[src/rtl/sala_req_responder.sv]
// Room-side endpoint of the menu request protocol: validates a 2-byte request
// from uart_rx and answers with a 2-byte sensor response through uart_tx.
module sala_req_responder #(
  parameter int unsigned CLK_FREQ       = 25_000_000,
  parameter logic [1:0]  ROOM_ID        = 2'b01,
  parameter int unsigned TIMEOUT_CYCLES = CLK_FREQ / 100
) (
  input  logic       clk,
  input  logic       rst_n,
  input  logic [7:0] rx_data,
  input  logic       rx_valid,
  input  logic [7:0] temp_value,
  input  logic [7:0] hum_value,
  input  logic       tx_done_pulse,
  output logic       tx_start,
  output logic [7:0] tx_data,
  output logic       frame_err,
  output logic       rx_overrun,
  output logic       busy
);

  localparam int unsigned CNT_W = (TIMEOUT_CYCLES > 1) ? $clog2(TIMEOUT_CYCLES) : 1;
  localparam logic [CNT_W-1:0] CNT_LAST = CNT_W'(TIMEOUT_CYCLES - 1);

  localparam logic [2:0] ST_IDLE     = 3'd0;
  localparam logic [2:0] ST_WAIT_B2  = 3'd1;
  localparam logic [2:0] ST_CHECK    = 3'd2;
  localparam logic [2:0] ST_SEND_HDR = 3'd3;
  localparam logic [2:0] ST_WAIT_HDR = 3'd4;
  localparam logic [2:0] ST_SEND_DAT = 3'd5;
  localparam logic [2:0] ST_WAIT_DAT = 3'd6;

  localparam logic [1:0] SENS_PING = 2'b00;
  localparam logic [1:0] SENS_TEMP = 2'b01;
  localparam logic [1:0] SENS_HUM  = 2'b10;
  localparam logic [1:0] SENS_BAD  = 2'b11;

  logic [2:0]       state_q, state_d;
  logic [CNT_W-1:0] cnt_q, cnt_d;
  logic [7:0]       b1_q, b1_d;
  logic [7:0]       b2_q, b2_d;
  logic [7:0]       data_q, data_d;
  logic             tx_start_q, tx_start_d;
  logic [7:0]       tx_data_q, tx_data_d;
  logic             frame_err_q, frame_err_d;
  logic             rx_overrun_q, rx_overrun_d;
  logic             busy_q, busy_d;

  logic [1:0] req_sensor;
  logic [1:0] req_sala;
  logic       req_malformed;
  logic [7:0] sensor_sel;

  assign req_sensor    = b1_q[3:2];
  assign req_sala      = b1_q[1:0];
  assign req_malformed = (b1_q[7:4] != 4'd0) || (b2_q != 8'd0) || (req_sensor == SENS_BAD);

  // Reading selected by the request; a ping answers with zero.
  always_comb begin
    sensor_sel = 8'h00;
    case (req_sensor)
      SENS_TEMP: sensor_sel = temp_value;
      SENS_HUM:  sensor_sel = hum_value;
      default:   sensor_sel = 8'h00;
    endcase
  end

  // Next-state and registered-output logic; tx_* are set on entry to the SEND states.
  always_comb begin
    state_d      = state_q;
    cnt_d        = cnt_q;
    b1_d         = b1_q;
    b2_d         = b2_q;
    data_d       = data_q;
    tx_start_d   = 1'b0;
    tx_data_d    = tx_data_q;
    frame_err_d  = 1'b0;
    rx_overrun_d = 1'b0;

    case (state_q)
      ST_IDLE: begin
        if (rx_valid) begin
          b1_d    = rx_data;
          cnt_d   = '0;
          state_d = ST_WAIT_B2;
        end
      end
      ST_WAIT_B2: begin
        if (rx_valid) begin
          b2_d    = rx_data;
          state_d = ST_CHECK;
        end else if (cnt_q == CNT_LAST) begin
          frame_err_d = 1'b1;
          state_d     = ST_IDLE;
        end else begin
          cnt_d = cnt_q + CNT_W'(1);
        end
      end
      ST_CHECK: begin
        if (req_malformed) begin
          frame_err_d = 1'b1;
          state_d     = ST_IDLE;
        end else if (req_sala != ROOM_ID) begin
          state_d = ST_IDLE;
        end else begin
          data_d     = sensor_sel;
          tx_start_d = 1'b1;
          tx_data_d  = {4'b1000, req_sensor, req_sala};
          state_d    = ST_SEND_HDR;
        end
      end
      ST_SEND_HDR: state_d = ST_WAIT_HDR;
      ST_WAIT_HDR: begin
        if (tx_done_pulse) begin
          tx_start_d = 1'b1;
          tx_data_d  = data_q;
          state_d    = ST_SEND_DAT;
        end
      end
      ST_SEND_DAT: state_d = ST_WAIT_DAT;
      ST_WAIT_DAT: begin
        if (tx_done_pulse) begin
          state_d = ST_IDLE;
        end
      end
      default: state_d = ST_IDLE;
    endcase

    // Bytes arriving while a request is being checked or answered are dropped.
    if (rx_valid && (state_q != ST_IDLE) && (state_q != ST_WAIT_B2)) begin
      rx_overrun_d = 1'b1;
    end

    busy_d = (state_d != ST_IDLE);
  end

  always_ff @(posedge clk or negedge rst_n) begin
    if (!rst_n) begin
      state_q      <= ST_IDLE;
      cnt_q        <= '0;
      b1_q         <= 8'h00;
      b2_q         <= 8'h00;
      data_q       <= 8'h00;
      tx_start_q   <= 1'b0;
      tx_data_q    <= 8'h00;
      frame_err_q  <= 1'b0;
      rx_overrun_q <= 1'b0;
      busy_q       <= 1'b0;
    end else begin
      state_q      <= state_d;
      cnt_q        <= cnt_d;
      b1_q         <= b1_d;
      b2_q         <= b2_d;
      data_q       <= data_d;
      tx_start_q   <= tx_start_d;
      tx_data_q    <= tx_data_d;
      frame_err_q  <= frame_err_d;
      rx_overrun_q <= rx_overrun_d;
      busy_q       <= busy_d;
    end
  end

  assign tx_start   = tx_start_q;
  assign tx_data    = tx_data_q;
  assign frame_err  = frame_err_q;
  assign rx_overrun = rx_overrun_q;
  assign busy       = busy_q;

endmodule

[config.mk]
export PLATFORM = sky130hd
export DESIGN_NAME = sala_req_responder
export DESIGN_NICKNAME = d
export VERILOG_FILES = /design/src/rtl/sala_req_responder.sv
export SDC_FILE = /design/constraint.sdc
export NUM_CORES = 1
export LEC_CHECK = 0
export BUFFER_PORTS_ARGS = -buffer_cell sky130_fd_sc_hd__clkbuf_2
export CORE_AREA = 2 2 100 83
export CTS_BUF_LIST = sky130_fd_sc_hd__clkbuf_2
export CTS_CLUSTER_SIZE = 25
export DETAILED_ROUTE_END_ITERATION = 16
export DIE_AREA = 0 0 102 85
export GPL_ROUTABILITY_DRIVEN = 0
export SLEW_MARGIN = 0
export SYNTH_ARGS = -nofsm -noshare
export SYNTH_HDL_FRONTEND = slang
export SYNTH_SLANG_ARGS = --single-unit
[constraint.sdc]
create_clock -name clk -period 2.8 [get_ports clk]
set_input_delay 0.14 -clock clk [delete_from_list [all_inputs] [get_ports clk]]
set_output_delay 0.14 -clock clk [all_outputs]
set_load 0.01 [all_outputs]
* Word level (Yosys, flattened, before mapping) *
Index checks and enable logic that the tools add are counted.

storage, ports and cells
  output and inout bits = 12
  register bits after elaboration = 57
  bits of input ports = 28
  logic and storage cells = 73

cells by class
  bitwise logic cells = 2
  add/sub/neg operators = 1
  equal/unequal tests = 18
  muxes and demuxes = 26
  reduce and logical (&&, ||, !) cells = 16

operators by type and width
  operator               count
  $mux 18                3
  $pmux 18 s2            1
  $pmux 8 s2             2
  $mux 8                 3
  $pmux 3 s7             1
  $add 18x1->18 const B  1
  $eq 18x18->1 const B   1
  $mux 3                 5
  $ne 2x2->1 const B     6
  $eq 3x3->1 const B     3
  $reduce_and 4->1       2
  $reduce_bool 8->1      1
  $mux 1                 7
  $eq 3x2->1 const B     2
  $reduce_bool 3->1      2
  $eq 2x2->1 const B     2
  $mux 2                 2
  $pmux 1 s2             2
  $reduce_and 2->1       2
  $reduce_bool 2->1      2
  $reduce_bool 4->1      1
  $eq 3x1->1 const B     1
  $logic_not 3->1        1
  $ne 3x1->1 const B     1
  6 further kinds        9

* Longest topological paths before layout *
  depth after elaboration = 6
  depth in mapped cells = 7
  mapped depth without buffers = 5

* Least setup slack after synthesis *
OpenSTA, ideal clock, no wires.

  kind = register to register
  start point = register state_q[1]
  end point = register cnt_q[17]
  path slack = 0.801 ns
  arrival = 1.921 ns
  data required time = 2.722 ns
  library setup time = 0.078 ns
  clock period less this slack = 1.999 ns
  stages on the path, launching flop included = 7
  buffers on the path = 2
  cell sequence = dfrtp_1 -> or3b_1 -> buf_2 -> or3_1 -> clkbuf_2 -> or4_1 -> a21oi_1

between the ends
  longest elaborated chain between the ends = 3
  elaborated cells between the ends (all ways) = 8
  those cells by class = 4 x eq/ne; 1 x mux; 3 x reduce/logical

RTL lines
  what                                                       RTL line  source
  from (decl)                                                38        logic [2:0] state_q, state_d;
  from (signal assigned)                                     150       state_q <= state_d;
  $eq 3x1->1 or $logic_not 3->1 (tied branches)              80        case (state_q)
  $ne 2x2->1 (no line) or $reduce_bool 2->1 (tied branches)  --
  $reduce_and 4->1 (no line)                                 --
  to (signal assigned)                                       151       cnt_q <= cnt_d;
  to (decl)                                                  39        logic [CNT_W-1:0] cnt_q, cnt_d;

Parallel ways exist; a longest one is shown, timed or not.
A chain may end at the register's enable or synchronous reset.

* Final worst setup path *
  start point = register state_q[2]
  end point = register tx_data_q[2] (netlist: tx_data[2])

between the ends
  longest elaborated chain between the ends = 3
  elaborated cells between the ends (all ways) = 8
  those cells by class = 5 x eq/ne; 1 x mux; 2 x reduce/logical

RTL lines
  what                                                       RTL line  source
  $eq 3x2->1 or $eq 3x3->1 (tied branches)                   80
  $ne 2x2->1 (no line) or $reduce_bool 2->1 (tied branches)  --
  $reduce_and 4->1 (no line)                                 --
  to (signal assigned)                                       156       tx_data_q <= tx_data_d;
  to (decl)                                                  44        logic [7:0] tx_data_q, tx_data_d;

Parallel ways exist; a longest one is shown, timed or not.

==> flow_metrics.env <==
export IMPL_vdd_drop_max_v=0.0003959
export IMPL_die_area_um2=8670
export IMPL_power_density_nw_per_um2=788.9
export IMPL_syn_avg_cell_area_um2=9.590
export IMPL_p_comb_share_pct=34.5
export IMPL_cts_root_buf="clkbuf_2"
export IMPL_yosysUniqueCellTypes=47
export IMPL_initial_core_util_pct=36.78
export IMPL_layout_common_cells="dfrtp_1, clkbuf_2, nand2_1"
export IMPL_antenna_cells=0
export IMPL_fin_crit_sh_pct=83.12
export IMPL_layoutNonFillerInstCount=470
export IMPL_finalCriticalPeriod_ns=2.327
export IMPL_syn_cell_area_um2=2829
export IMPL_fillCellCount=780
export IMPL_hold_path_class="primary input to register"
export IMPL_std_cell_rows=29
export IMPL_outcome="finished clean"
export IMPL_fin_nets=389
export IMPL_finalHoldViolCount=0
export IMPL_yosysTopAreaCell="dfrtp_1"
export IMPL_grt_pass1_wl_um=11690
export IMPL_overflow=0
export IMPL_dp_hpwl_um=4471
export IMPL_worst_pin_slew_ns=0.7235
export IMPL_postSynthNetCount=327
export IMPL_p_seq_share_pct=43.6
export IMPL_drt_initial_drc_count=127
export IMPL_fin_util_pct=45.72
export IMPL_die_h_um=85
export IMPL_fin_skew_ns=0.03558
export IMPL_swShare_pct=36.85
export IMPL_rr_startpoint="state_q[2]"
export IMPL_post_cts_resized=0
export IMPL_track_usage_pct=17.36
export IMPL_dp_cells=429
export IMPL_ys_async_sr_fraction_pct=100.0
export IMPL_yosys_warnings=0
export IMPL_dp_slack_ns=0.4950
export IMPL_numCtsBuffers=9
export IMPL_cts_buffer_depth=2
export IMPL_port_buffer_count=39
export IMPL_syn_to_final_growth_pct=24.33
export IMPL_relSlewSlack_pct=51.77
export IMPL_antenna_left=0
export IMPL_ys_seq_elements=57
export IMPL_max_stage_delay_ns=0.67
export IMPL_synth_ff_type="dfrtp_1"
export IMPL_critPathLaunchType="register"
export IMPL_dr_pass1_iters=4
export IMPL_path_cells="nand2b_1, or4b_1, or2_1, o221a_2"
export IMPL_htreeDepth=3
export IMPL_layout_commonest_cell="dfrtp_1"
export IMPL_maxSlewViolCount=0
export IMPL_crit_start="state_q[2]"
export IMPL_vias=2443
export IMPL_layout_drive_gt1_share_pct=20.17
export IMPL_total_power_mw=2.775
export IMPL_required_ns=3.20
export IMPL_synth_edf_count=0
export IMPL_hold_start="hum_value[3]"
export IMPL_rrSetupSlack_ns=0.47
export IMPL_synth_top_area_share_pct=50.42
export IMPL_antenna_found_initial=0
export IMPL_internal_power_mw=1.752
export IMPL_cp_slowest_cell="or4b_1"
export IMPL_core_um2=7692
export IMPL_clk_latency_ns=0.52
export IMPL_ioPinCount=40
export IMPL_leakage_nw=1.440
export IMPL_crit_type="register to register"
export IMPL_ys_seq_area_share_pct=50.42
export IMPL_wl_um=6767
export IMPL_p_sw_mw=1.022
export IMPL_grt_pass1_vias=2359
export IMPL_die_x_um=102
export IMPL_synthCells=295
export IMPL_vias_per_cell=5.198
export IMPL_p_clk_share_pct=21.9
export IMPL_crit_fanout=15
export IMPL_setup_ws_ns=0.4726
export IMPL_rsz0062_at_grt="false"
export IMPL_wl_per_cell_um=14.40
export IMPL_clk_pin_slew_ns=0.16
export IMPL_critPathArrivalTime_ns=2.72
export IMPL_yosys_top_cells_area="dfrtp_1, nand2_1, o21ai_0"
export IMPL_tritoncts="done"
export IMPL_fmax_ghz=0.4297
export IMPL_drc=0
export IMPL_cts_sinks=57
export IMPL_cap_violations=0
export IMPL_endpoint_kind="register"
export IMPL_setup_viol=0
export IMPL_fin_setup_tns_ns=0
export IMPL_grt_max_degree=58
## layout make-up
cell class,instances,area (µm²),area share [%]
sequential,57,1426,40.56
multi-input combinational,212,1306,37.14
timing repair buffer,70,490.5,13.95
tap,108,135.1,3.842
clock inverter,6,82.58,2.348
clock buffer,10,50.05,1.423
inverter,7,26.28,0.7471
## per-stage QoR
stage               cell area [µm²]  hold WS (ns)
floorplan                      2829       -0.1556
global placement               3134        0.3271
detailed placement             3134        0.3300
CTS                            3517      0.005103
global route                   3517       0.04235
finish                         3517       0.04263
## power by group through the flow
stage / sequential (mW) / clock, mW / combinational, mW
floorplan: 1.18 / 0 / 0.608
global placement: 1.22 / 0 / 0.867
detailed placement: 1.23 / 0 / 0.871
CTS: 1.21 / 0.625 / 0.951
global route: 1.24 / 0.656 / 1.09
finish: 1.21 / 0.608 / 0.956
## Yosys cell counts, drive strengths merged (2+ instances only)
cell	count
a211oi	2
a21oi	11
a22oi	8
and3	4
buf	6
clkbuf	13
dfrtp	57
ha	4
inv	6
mux2	8
mux2i	2
nand2	40
nand2b	7
nand3	8
nand4	9
nand4b	2
nor2	19
nor3	5
nor4	9
nor4bb	2
o2111ai	2
o211ai	5
o21ai	23
o221a	2
o31ai	11
or2	3
or3	4
or4	3
xnor2	6
## worst paths after layout
check / cells past startpoint / end
max in group asynchronous: 3 / cnt_q[9]
max: 4 / tx_data[2]
max reg2reg: 4 / tx_data[2]
min in group asynchronous: 3 / cnt_q[16]
min reg2reg: 2 / tx_data[6]
min: 3 / data_q[3]
## critical path, delay by kind of cell, from the launching register on
family           cells  cell delay [ns]
flip-flops           1             0.53
AO/OA/AOI/OAI        1             0.35
AND/OR/NAND/NOR      3             1.35
## timing repair
item,4_1_cts,5_1_grt
hold endpoints to repair,83,0
setup buffers,0,0
hold buffers,25,0
endpoints found under the setup margin,0,0
## routing by layer
layer	part of all wire, %	vias up	global-route usage [%]
met3	4.3	16	4.695
met4	2.6	0	6.788
met2	43	55	24.04
met1	50	1172	25.71
met5	0	-	0
li1	-	1200	-
## sequential cells by signal, indices dropped and copies added, names as in the netlist
name        flops
b1_q            8
b2_q            8
busy            1
cnt_q          18
data_q          8
frame_err       1
rx_overrun      1
state_q         3
tx_data         8
tx_start        1
## cell families (layout without fill, tap and decap cells)
logic type,count (synthesis),after routing,share of synthesized area [%]
simple gates,122,122,22.42
compound gates,70,70,16.01
flops,57,57,50.42
buf+inv,26,93,3.626
mux,10,10,3.892
xor+xnor,6,6,1.858
fa+ha+maj,4,4,1.769
Power figures use the tool's default switching activity.
